## config.mk

```make
export PLATFORM = sky130hd
export DESIGN_NAME = multu_hilo_stage_flat
export DESIGN_NICKNAME = d
export VERILOG_FILES = /design/src/rtl/multu_hilo_stage_if.sv /design/src/rtl/multu_hilo_stage.sv /design/src/flat_wrapper.sv
export SDC_FILE = /design/constraint.sdc
export NUM_CORES = 1
export LEC_CHECK = 0
export CAP_MARGIN = 20
export CORE_MARGIN = 8
export CORE_UTILIZATION = 53
export DETAILED_ROUTE_END_ITERATION = 8
export HOLD_SLACK_MARGIN = 0.12
export PLACE_DENSITY = 0.81
export SYNTH_ARGS = -nofsm -noshare
export SYNTH_HDL_FRONTEND = slang
export SYNTH_SLANG_ARGS = --single-unit
```

## constraint.sdc

```tcl
create_clock -name clk -period 4.73 [get_ports clk]
set_input_delay 0.7095 -clock clk [delete_from_list [all_inputs] [get_ports clk]]
set_output_delay 0.7095 -clock clk [all_outputs]
set_load 0.01 [all_outputs]
```

## src/rtl/multu_hilo_stage_if.sv

```systemverilog
// Handshake and data bundle between the issue logic and the MULTU/HI/LO stage.
// The slave side is the stage. The master side is the upstream/downstream logic.
interface multu_hilo_stage_if #(
  parameter int WIDTH = 32
);
  logic             inValid;
  logic             inReady;
  logic [WIDTH-1:0] a;
  logic [WIDTH-1:0] b;
  logic [5:0]       inSignal;
  logic [WIDTH-1:0] aluOut;
  logic             outValid;
  logic             outReady;
  logic [WIDTH-1:0] dataOut;
  logic             busy;

  modport slave (
    input  inValid, a, b, inSignal, aluOut, outReady,
    output inReady, outValid, dataOut, busy
  );

  modport master (
    output inValid, a, b, inSignal, aluOut, outReady,
    input  inReady, outValid, dataOut, busy
  );
endinterface

```

## src/rtl/multu_hilo_stage.sv

```systemverilog
// Write-back stage with a shift-add unsigned multiplier (MULTU) feeding HI/LO.
// It also forwards the ALU result for every other funct code.
module multu_hilo_stage #(
  parameter int WIDTH = 32
) (
  input  logic                  clk,
  input  logic                  rst,
  multu_hilo_stage_if.slave     bus
);

  localparam int CNT_W = $clog2(WIDTH);
  localparam logic [5:0] FUNCT_MULTU = 6'b011001;
  localparam logic [5:0] FUNCT_MFHI  = 6'b010000;
  localparam logic [5:0] FUNCT_MFLO  = 6'b010010;

  typedef enum logic {IDLE, MUL} state_t;

  state_t           state_q, state_d;
  logic [WIDTH-1:0] hi_q, hi_d;
  logic [WIDTH-1:0] lo_q, lo_d;
  logic [WIDTH-1:0] mcand_q, mcand_d;
  logic [CNT_W-1:0] count_q, count_d;
  logic [WIDTH-1:0] data_out_q, data_out_d;
  logic             out_valid_q, out_valid_d;
  logic             in_ready;
  logic             accept;
  logic [WIDTH:0]   sum;

  always_comb begin
    in_ready = (state_q == IDLE) && (!out_valid_q || bus.outReady);
    accept   = bus.inValid && in_ready;
  end

  always_comb begin
    state_d     = state_q;
    hi_d        = hi_q;
    lo_d        = lo_q;
    mcand_d     = mcand_q;
    count_d     = count_q;
    data_out_d  = data_out_q;
    out_valid_d = out_valid_q;
    sum         = {1'b0, hi_q} + (lo_q[0] ? {1'b0, mcand_q} : '0);

    case (state_q)
      MUL: begin
        // {sum, LO} shifted right by one: the carry lands in HI, the sum LSB in LO.
        hi_d    = sum[WIDTH:1];
        lo_d    = {sum[0], lo_q[WIDTH-1:1]};
        count_d = count_q + 1'b1;
        if (count_q == CNT_W'(WIDTH - 1)) begin
          state_d = IDLE;
        end
      end
      default: begin
        if (out_valid_q && bus.outReady) begin
          out_valid_d = 1'b0;
        end
        if (accept) begin
          case (bus.inSignal)
            FUNCT_MULTU: begin
              hi_d        = '0;
              lo_d        = bus.b;
              mcand_d     = bus.a;
              count_d     = '0;
              out_valid_d = 1'b0;
              state_d     = MUL;
            end
            FUNCT_MFHI: begin
              data_out_d  = hi_q;
              out_valid_d = 1'b1;
            end
            FUNCT_MFLO: begin
              data_out_d  = lo_q;
              out_valid_d = 1'b1;
            end
            default: begin
              data_out_d  = bus.aluOut;
              out_valid_d = 1'b1;
            end
          endcase
        end
      end
    endcase
  end

  always_ff @(posedge clk or posedge rst) begin
    if (rst) begin
      state_q     <= IDLE;
      hi_q        <= '0;
      lo_q        <= '0;
      mcand_q     <= '0;
      count_q     <= '0;
      data_out_q  <= '0;
      out_valid_q <= 1'b0;
    end else begin
      state_q     <= state_d;
      hi_q        <= hi_d;
      lo_q        <= lo_d;
      mcand_q     <= mcand_d;
      count_q     <= count_d;
      data_out_q  <= data_out_d;
      out_valid_q <= out_valid_d;
    end
  end

  assign bus.inReady  = in_ready;
  assign bus.outValid = out_valid_q;
  assign bus.dataOut  = data_out_q;
  assign bus.busy     = (state_q == MUL);

endmodule
```

## src/flat_wrapper.sv

```systemverilog
// flat-port wrapper written by rule: the top's interface ports become plain ports
module multu_hilo_stage_flat 
#(
  parameter int WIDTH = 32
)
  (clk, rst, bus_inValid, bus_a, bus_b, bus_inSignal, bus_aluOut, bus_outReady, bus_inReady, bus_outValid, bus_dataOut, bus_busy);
  multu_hilo_stage_if #(.WIDTH(WIDTH)) bus_i ();
  input  logic clk;
  input  logic rst;
  input wire logic [$bits(bus_i.inValid)-1:0] bus_inValid;
  input wire logic [$bits(bus_i.a)-1:0] bus_a;
  input wire logic [$bits(bus_i.b)-1:0] bus_b;
  input wire logic [$bits(bus_i.inSignal)-1:0] bus_inSignal;
  input wire logic [$bits(bus_i.aluOut)-1:0] bus_aluOut;
  input wire logic [$bits(bus_i.outReady)-1:0] bus_outReady;
  output wire logic [$bits(bus_i.inReady)-1:0] bus_inReady;
  output wire logic [$bits(bus_i.outValid)-1:0] bus_outValid;
  output wire logic [$bits(bus_i.dataOut)-1:0] bus_dataOut;
  output wire logic [$bits(bus_i.busy)-1:0] bus_busy;
  assign bus_i.inValid = bus_inValid;
  assign bus_i.a = bus_a;
  assign bus_i.b = bus_b;
  assign bus_i.inSignal = bus_inSignal;
  assign bus_i.aluOut = bus_aluOut;
  assign bus_i.outReady = bus_outReady;
  assign bus_inReady = bus_i.inReady;
  assign bus_outValid = bus_i.outValid;
  assign bus_dataOut = bus_i.dataOut;
  assign bus_busy = bus_i.busy;
  multu_hilo_stage #(.WIDTH(WIDTH)) u_core (.clk(clk), .rst(rst), .bus(bus_i));
endmodule
```

# After elaboration in Yosys (flattened, before gate mapping)

Index checks and enable logic that the tools add are counted.
W data, S select, Z words.

Flip-flop bits (word level): 135
Latch bits: 0
Memory bits (writable): 0
Memory bits (read-only): 0
Bits of input ports: 106
Memories: 0

Add/sub/neg operators: 2
$mul: 0
Div/mod/pow operators: 0
$lt $le $gt $ge: 0
Eq/ne operators: 4
Shift-type cells: 0
Mux-type cells: 18
Bitwise operators: 2
Reductions and logical operators: 12

Operators by type and width:

| operator              | number |
|---|---|
| $mux W32              | 7 |
| $pmux W32 S3          | 1 |
| $add A32 B33 Y33      | 1 |
| $eq A6 B5 Y1 const B  | 3 |
| $mux W5               | 3 |
| $mux W1               | 7 |
| $reduce_and A3 Y1     | 2 |
| $reduce_bool A2 Y1    | 3 |
| $add A5 B1 Y5 const B | 1 |
| $eq A5 B5 Y1 const B  | 1 |
| $reduce_and A2 Y1     | 2 |
| $logic_and A1 B1 Y1   | 3 |
| $not A1 Y1            | 2 |
| $logic_not A1 Y1      | 1 |
| $logic_or A1 B1 Y1    | 1 |

# Depth between registers and ports, before layout

Gate-level depths: netlist of the first run.

Depth in word-level cells: 6
Depth in mapped cells: 12
Gate-level depth less buffers: 12

# Worst setup path before layout of the first run

No wires, ideal clock.

Path kind: register to register
Start: register u_core.lo_q[0]
End: register u_core.hi_q[31]
Setup time: 80 ps
Arrival: 2,955 ps
Setup slack: 1,694 ps
Stages on the path, launching flop included: 12
Clock period less this slack: 3,036 ps
Cells stage by stage: dfrtp_1 -> clkbuf_1 -> nand2_1 -> fa_1 -> and2b_1 -> o211ai_1 -> a211oi_2 -> and3b_1 -> or3_4 -> nor2b_4 -> or4_4 -> o211ai_2

Word-level cells in the longest chain between the ends: 3

Ends and longest elaborated chain:

| item                   | line                   | text |
|---|---|---|
| from (decl)            | multu_hilo_stage.sv:20 | `logic [WIDTH-1:0] lo_q, lo_d;` |
| from (signal assigned) | multu_hilo_stage.sv:98 | `lo_q <= lo_d;` |
| $mux W32               | multu_hilo_stage.sv:42 | `sum = {1'b0, hi_q} + (lo_q[0] ? {1'b0, mcand_q} : '0);` |
| $add A32 B33 Y33       | multu_hilo_stage.sv:42 |  |
| $mux W32               | multu_hilo_stage.sv:44 | `case (state_q)` |
| to (signal assigned)   | multu_hilo_stage.sv:97 | `hi_q <= hi_d;` |
| to (decl)              | multu_hilo_stage.sv:19 | `logic [WIDTH-1:0] hi_q, hi_d;` |

No other way between the ends.
A chain may end at the register's enable or synchronous reset.

# Worst setup path in the final report of the first run

Same ends and word-level chain as after synthesis.

==> results.yml, run 1 <==
drt:
  via_count: 6900
  final_antenna_net_count: 0
  dr_wl_met2_um: 8780
  wl_met1_um: 9790
  totalWireLength_um: 20400
  dr.pass1.iters: 8
  drt-initial-drc-count: 639
  routedWlPerCell_um: 16.7
  top_layer: "met4"
  drc: 0
  viasPerCell: 5.63
  met3_length_um: 1500
sta:
  fin_tns_setup_ps: 0
  fmax_mhz: 262
  worst_pin_slew_ps: 1040
  relSlewSlack: 0.308
  maxSlewViolCount: 0
  finalCritPeriodShare: 0.807
  skew_ps: 11.1
  finalSetupViolations: 0
  rsz0062_at_grt: "false"
  fin_crit_ps: 3820
  finalHoldViolations: 0
cts:
  worstSkewPairLatency_ps: 430
  holdBufCountCts: 0
  cts_setup_buffers: 0
  numCtsBuffers: 17
  cts_root_buf: "clkbuf_16"
  cts_sinks: 135
  cts_resized: 0
  clockBufferDepth: 2
  clk_pin_slew_ps: 60
  h-tree-depth: 4
  cts_tree: "yes"
layout:
  synthToLayoutAreaGrowth_pct: 27.3
  finalNetCount: 1170
  fill_cells: 1146
  diodes: 0
  fin_area_um2: 9830
  drive_gt1_frac: 0.0566
  final_util: 0.684
power_and_ir_drop:
  leakage_uw: 0.00464
  switching_share: 0.343
  switching_power_uw: 1550
  p_int_uw: 2970
  pwr_density_cell_nw_per_um2: 460
  combPwrFrac: 0.292
  clock_power_share: 0.301
  p_seq_frac: 0.407
  ir_worst_vdd_v: 0.000306
synthesis:
  synth_edf_count: 0
  ys_ff_latch: 135
  synthFlopType: "dfrtp_1"
  syn_area_um2: 7730
  ys.warnings.count: 0
  yosysUniqueCellTypes: 54
  syn_inst: 918
  synth-async-reset-ratio: 1.00
  avgSynthCellArea_um2: 8.42
  ys_seq_area_frac: 0.437
  syn_nets: 1059
global_routing:
  first_global_vias: 6630
  grt_pass1_wl_um: 33400
  track_usage: 0.222
  antenna_found_initial: 0
  grt_overflow_total: 0
  grt_max_degree: 81
floorplanning:
  die_area_um2: 18700
  row_count: 44
  die_y_um: 137
  io_pins: 141
  die_x_um: 137
  core_um2: 14400
  start_util: 0.538
place:
  postPlaceCellArea_um2: 9210
  dp_hpwl_um: 14500
  gp_congestion: 0.881
  io_buffers: 140
critical_path:
  critPathKind: "reg2reg"
  start_kind: "register"
  cp.required_ps: 5070
  arrival_ps: 4160
  cp-end-kind: "register"
  reg2reg_slack_ps: 910
  crit_fanout: 34
job:
  cap_violations: 0
hold_path:
  hold_path_class: "reg2reg"
outcome:
  status: "complete, no violations"
## routing by layer
layer  vias up  track usage
li1       3365            -
met1      3247        0.326
met2       263        0.321
met3        25       0.0400
met4         0       0.0781
met5         -            0
## power by group through the flow
stage	logic (uW)	registers, uW	clock network [uW]
after floorplan	849	1740	0
after global placement	1260	1830	0
after detailed placement	1300	1850	0
after CTS	1310	1830	1370
after global routing	1480	1890	1420
final	1320	1840	1360
## cells in the mapped netlist (all sizes together), types with 4 or more instances
| master | instances | area (um2) |
|---|---|---|
| a22oi | 33 | 248 |
| xor2 | 12 | 105 |
| a31oi | 4 | 25.0 |
| nand2 | 264 | 991 |
| nor2 | 45 | 169 |
| ha | 34 | 425 |
| mux2i | 33 | 330 |
| a21o | 8 | 61.3 |
| nor2b | 7 | 51.3 |
| xnor2 | 15 | 131 |
| and2 | 32 | 201 |
| and3 | 7 | 45.1 |
| inv | 17 | 63.8 |
| o22ai | 10 | 62.6 |
| buf | 14 | 58.8 |
| clkbuf | 41 | 156 |
| o21bai | 8 | 60.1 |
| a211oi | 6 | 50.1 |
| dfrtp | 135 | 3380 |
| o211ai | 8 | 65.1 |
| nand3 | 13 | 70.1 |
| a21oi | 61 | 305 |
| o21ai | 75 | 375 |
## sequential cells by signal, indices dropped and copies added (netlist names)
register	count
u_core.bus.outValid	1
u_core.count_q	5
u_core.bus.dataOut	32
u_core.mcand_q	32
u_core.hi_q	32
u_core.bus.busy	1
u_core.lo_q	32
## worst paths after layout
kind,startpoint,endpoint,cells after the start
worst max-delay path,u_core.lo_q[0],u_core.hi_q[31],12
worst min-delay path,u_core.mcand_q[16],u_core.mcand_q[16],2
worst max register to register,u_core.lo_q[0],u_core.hi_q[31],12
worst min register to register,u_core.mcand_q[16],u_core.mcand_q[16],2
max in group asynchronous,rst,u_core.lo_q[13],3
min in group asynchronous,rst,u_core.lo_q[4],2
## layout by cell type, fill, tap and decap left out, drive strengths merged, types with 7 or more instances in the layout
cell type and n:
nand2 264, clkdlybuf4s50 139, dfrtp 135, o21ai 75, a21oi 61, nor2 45
ha 34, a22oi 33, mux2i 33, and2 32, clkbuf 24, inv 17
xnor2 15, nand3 13, xor2 12, o22ai 10, o21bai 8, o211ai 8
a21o 8, buf 8, nor2b 7, and3 7
## worst max-delay path, stage by stage (launching register included)
cell and delay (ps):
dfrtp_1 840, and2_1 240, ha_1 190, inv_1 60, fa_1 390, and2b_1 230
o211ai_1 150, a211oi_2 290, and3b_1 220, or3_4 400, nor2b_4 140, or4_4 520
o211ai_2 70
## cell type report
type / count / area (um2) / area share
Timing Repair Buffer: 147 / 1470 / 0.149
Clock buffer: 24 / 482 / 0.0490
Clock inverter: 8 / 120 / 0.0122
Inverter: 17 / 68.8 / 0.00700
Sequential cell: 135 / 3380 / 0.344
Tap cell: 184 / 230 / 0.0234
Multi-Input combinational cell: 711 / 4090 / 0.415
## metrics by stage
| step | worst slack, ps | hold slack, ps | std cells | power, uW |
|---|---|---|---|---|
| after CTS | 905 | 469 | 1225 | 4510 |
| after global placement | 1010 | 451 | 1193 | 3090 |
| after floorplan | 409 | 438 | 918 | 2590 |
| after global routing | 625 | 487 | 1226 | 4790 |
| after detailed placement | 962 | 455 | 1193 | 3140 |
| final | 911 | 465 | 1226 | 4530 |
## cell families after synthesis
family,synth area share
XOR/XNOR,0.0306
adder cells (fa/ha/maj),0.0576
flip-flops,0.437
AO/OA/AOI/OAI,0.182
AND/OR/NAND/NOR,0.214
multiplexers,0.0427
buffers and inverters,0.0361
(Power assumes the default switching activity.)
==> run 2: changes to the inputs <==
==> constraint.sdc (replaced) <==
create_clock -name clk -period 3.8 [get_ports clk]
set_input_delay 0.57 -clock clk [delete_from_list [all_inputs] [get_ports clk]]
set_output_delay 0.57 -clock clk [all_outputs]
set_load 0.01 [all_outputs]
==> results.yml, run 2 (synthesis gave the netlist of run 1 again) <==
outcome:
  status: "complete, no violations"
critical_path:
  critPathKind: "reg2reg"
  cp.depth: 11
  critPathLaunch: "u_core.lo_q[0]"
  critical-path-top-delay-family: "compound AO/OA/AOI/OAI gates"
  start_kind: "register"
  worstPathBufferInverterCount: 1
  cpMaxStageDelayCell: "a31oi_1"
  crit_fanout: 28
  worstRegToRegCells: 11
  arrival_ps: 3710
  worstPathCellList: "buf_4 > and2_1 > ha_1 > a21oi_1 > o21ai_0 > o221a_2 > o31a_1 > a31oi_1 > o21ai_0 > xnor2_1 > o21ai_0"
  cp.required_ps: 4090
  reg2reg_from: "u_core.lo_q[0]"
  cp-end-kind: "register"
  cpPeakStageDelay_ps: 500
  crit_top_cell: "o21ai_0"
  rr_endpoint: "u_core.hi_q[26]"
  reg2reg_slack_ps: 380
  crit_end: "u_core.hi_q[26]"
power_and_ir_drop:
  switching_share: 0.329
  clock_power_share: 0.318
  combPwrFrac: 0.290
  ir_worst_vdd_v: 0.000391
  pwr_density_cell_nw_per_um2: 580
  leakage_uw: 0.00469
  p_int_uw: 3860
  switching_power_uw: 1900
  p_seq_frac: 0.392
floorplanning:
  start_util: 0.538
  core_um2: 14400
  row_count: 44
  die_y_um: 137
  die_area_um2: 18700
  io_pins: 141
  die_x_um: 137
drt:
  viasPerCell: 5.48
  final_antenna_net_count: 0
  dr.pass1.iters: 5
  top_layer: "met4"
  drt-initial-drc-count: 548
  via_count: 6733
  routedWlPerCell_um: 16.2
  wl_met1_um: 9450
  totalWireLength_um: 19900
  met3_length_um: 1470
  drc: 0
  dr_wl_met2_um: 8730
layout:
  layout_common_cells: "nand2_1, clkdlybuf4s50_1, dfrtp_1"
  final_common_cell: "nand2_1"
  fin_cells: 1228
  diodes: 0
  synthToLayoutAreaGrowth_pct: 28.6
  drive_gt1_frac: 0.0603
  fin_area_um2: 9930
  finalNetCount: 1173
cts:
  worstSkewPairLatency_ps: 420
  cts_tree: "yes"
  clockBufferDepth: 2
  cts_sinks: 135
  holdBufCountCts: 0
  clk_pin_slew_ps: 60
  numCtsBuffers: 17
  cts_resized: 0
  cts_root_buf: "clkbuf_16"
  cts_setup_buffers: 0
  h-tree-depth: 4
sta:
  fmax_mhz: 292
  fin_tns_setup_ps: 0
  relSlewSlack: 0.331
  worst_pin_slew_ps: 1000
  finalHoldViolations: 0
  fin_crit_ps: 3420
  skew_ps: 7.60
  finalCritPeriodShare: 0.901
  maxSlewViolCount: 0
  finalSetupViolations: 0
  rsz0062_at_grt: "false"
global_routing:
  grt_max_degree: 80
  track_usage: 0.217
  grt_pass1_wl_um: 32100
  antenna_found_initial: 0
  grt_overflow_total: 0
  first_global_vias: 6453
place:
  dp_hpwl_um: 14400
  io_buffers: 140
  gp_congestion: 0.893
  dp_cells: 1197
  postPlaceCellArea_um2: 9280
job:
  cap_violations: 0
hold_path:
  hold_path_class: "reg2reg"
## run 2: cell types whose count changed in the layout (fill, tap and decap cells not counted)
cell,before,now
clkinv_2,3,2
clkbuf_8,3,4
clkbuf_1,4,2
buf_16,1,0
buf_8,0,1
bufinv_16,3,5
buf_12,0,3
inv_6,1,0
## run 2: power groups by stage
stage,combinational (uW),clock (uW),sequential (uW)
6_report,1670,1830,2260
5_1_grt,1860,1910,2310
4_1_cts,1680,1840,2250
3_5_place_dp,1660,0,2270
3_3_place_gp,1610,0,2250
2_1_floorplan,1060,0,2170
## run 2: cell type report
type                       instances  area (um2)
clock buffer                      23         488
multi-input combinational        711        4090
timing repair buffer             150        1520
sequential                       135        3380
fill                            1141        4430
inverter                          17        67.6
tap                              184         230
clock inverter                     8         168
## run 2: metrics by stage
step | setup WS, ps | util | total power [uW] | hold WS (ps)
3_3_place_gp | 558 | 0.645 | 3860 | 451
4_1_cts | 395 | 0.691 | 5770 | 473
5_1_grt | 107 | 0.691 | 6080 | 495
2_1_floorplan | 764 | - | 3230 | 438
6_report | 377 | 0.691 | 5760 | 471
3_5_place_dp | 452 | 0.646 | 3930 | 459
## run 2: worst min path at each step
| stage | start | to | slack (ps) | cells after the start |
|---|---|---|---|---|
| CTS | u_core.mcand_q[26] | u_core.mcand_q[26] | 470 | 2 |
| global route | u_core.bus.dataOut[13] | u_core.bus.dataOut[13] | 500 | 2 |
| detailed placement | u_core.mcand_q[12] | u_core.mcand_q[12] | 460 | 2 |
| floorplan | u_core.mcand_q[0] | u_core.mcand_q[0] | 440 | 2 |
| finish | u_core.mcand_q[12] | u_core.mcand_q[12] | 470 | 2 |
| global placement | u_core.mcand_q[24] | u_core.mcand_q[24] | 450 | 2 |
## run 2: worst min-delay path, stage by stage, from the launching register on
cell	delay, ps
dfrtp_1	340
nand2_1	50
nand2_1	50
## run 2: per-layer routing
metal / global-route usage / vias up
met1: 0.310 / 3139
met5: 0 / -
li1: - / 3375
met2: 0.321 / 197
met4: 0.0732 / 0
met3: 0.0444 / 22
==> run 3: changes to the inputs <==
--- a/config.mk
+++ b/config.mk
@@ -6,7 +6,7 @@
 export NUM_CORES = 1
 export LEC_CHECK = 0
 export CAP_MARGIN = 20
-export CORE_MARGIN = 8
+export CORE_MARGIN = 5
 export CORE_UTILIZATION = 53
 export DETAILED_ROUTE_END_ITERATION = 8
 export HOLD_SLACK_MARGIN = 0.12
==> results.yml, run 3 (synthesis gave the netlist of run 1 again) <==
power_and_ir_drop:
  leakage_uw: 0.00462
  pwr_density_cell_nw_per_um2: 550
  ir_worst_vdd_v: 0.000412
place:
  dp_hpwl_um: 13800
  place_ws_ps: 514
  io_buffers: 140
  gp_congestion: 0.913
  postPlaceCellArea_um2: 9260
global_routing:
  first_global_vias: 6481
  grt_pass1_wl_um: 31800
  track_usage: 0.234
  antenna_found_initial: 0
  grt_max_degree: 107
  grt_overflow_total: 0
floorplanning:
  die_area_um2: 17100
  die_y_um: 131
  row_count: 44
  core_um2: 14400
  start_util: 0.536
  die_x_um: 131
  io_pins: 141
drt:
  drc: 0
  final_antenna_net_count: 0
  routedWlPerCell_um: 15.8
  drt-initial-drc-count: 518
  viasPerCell: 5.54
  via_count: 6808
  totalWireLength_um: 19400
  dr.pass1.iters: 5
sta:
  rsz0062_at_grt: "false"
  fmax_mhz: 302
  worst_pin_slew_ps: 1030
  finalSetupViolations: 0
  relSlewSlack: 0.314
  fin_crit_ps: 3310
  maxSlewViolCount: 0
  skew_ps: 7.42
  fin_tns_setup_ps: 0
  finalCritPeriodShare: 0.871
  holdWs_ps: 462
  finalHoldViolations: 0
  setup_slack_ps: 490
critical_path:
  arrival_ps: 3650
  worstRegToRegCells: 12
  critPathKind: "reg2reg"
  crit_fanout: 8
  cp-end-kind: "register"
  cp.required_ps: 4140
  start_kind: "register"
layout:
  fill_cells: 1200
  final_util: 0.678
  layout_common_cells: "nand2_1, clkdlybuf4s50_1, dfrtp_1"
  finalNetCount: 1173
  diodes: 0
  drive_gt1_frac: 0.0565
  register_area_um2: 3380
  final_common_cell: "nand2_1"
  fin_area_um2: 9780
  synthToLayoutAreaGrowth_pct: 26.6
  multi_input_area_um2: 4090
cts:
  worstSkewPairLatency_ps: 420
  clk_pin_slew_ps: 50
  cts_tree: "yes"
  clockBufferDepth: 2
  numCtsBuffers: 17
  cts_root_buf: "clkbuf_16"
  holdBufCountCts: 0
  cts_resized: 0
  cts_setup_buffers: 0
  h-tree-depth: 4
  cts_sinks: 135
hold_path:
  hold_path_class: "reg2reg"
  worstHoldPathCells: 2
job:
  cap_violations: 0
outcome:
  status: "complete, no violations"
-- run 3: path summary, 6_finish.rpt --
kind	to	from	slack (ps)
max	u_core.hi_q[31]	u_core.lo_q[0]	490
min	u_core.mcand_q[7]	u_core.mcand_q[7]	460
max reg2reg	u_core.hi_q[31]	u_core.lo_q[0]	490
min reg2reg	u_core.mcand_q[7]	u_core.mcand_q[7]	460
max in group asynchronous	u_core.lo_q[20]	rst	2710
min in group asynchronous	u_core.bus.dataOut[3]	rst	620
-- run 3: where the power goes --
| part | total [uW] | internal (uW) | switching (uW) |
|---|---|---|---|
| combinational | 1640 | 756 | 885 |
| clock | 1470 | 894 | 571 |
| sequential | 2270 | 1870 | 401 |
| total | 5380 | 3520 | 1860 |
-- run 3: through the flow --
stage	power, uW	instances
after floorplan	3230	918
after global placement	3840	1197
after detailed placement	3910	1197
after CTS	5390	1228
after global routing	5730	1228
final	5380	1228
-- run 3: critical path, cell delays in order (launching register included) --
cell      delay (ps)
dfrtp_1          460
and2_1           160
ha_1             180
inv_1             60
fa_1             390
and2b_1          240
o211ai_1         150
a211oi_2         240
and3b_1          220
or3_4            390
nor2b_4          140
or4_4            520
o211ai_2          70
-- run 3: cell type report --
type                       count  share of cell area
multi-input combinational    711               0.418
sequential                   135               0.345
timing repair buffer         150               0.153
clock buffer                  27              0.0514
tap                          184              0.0235
inverter                      17             0.00691
clock inverter                 4             0.00205
-- run 3: per-layer routing --
metal / track usage / share of wire / up-vias
met1: 0.349 / 0.47 / 3156
li1: - / - / 3377
met5: 0 / 0 / -
met2: 0.347 / 0.43 / 238
met3: 0.0394 / 0.079 / 37
met4: 0.0805 / 0.022 / 0
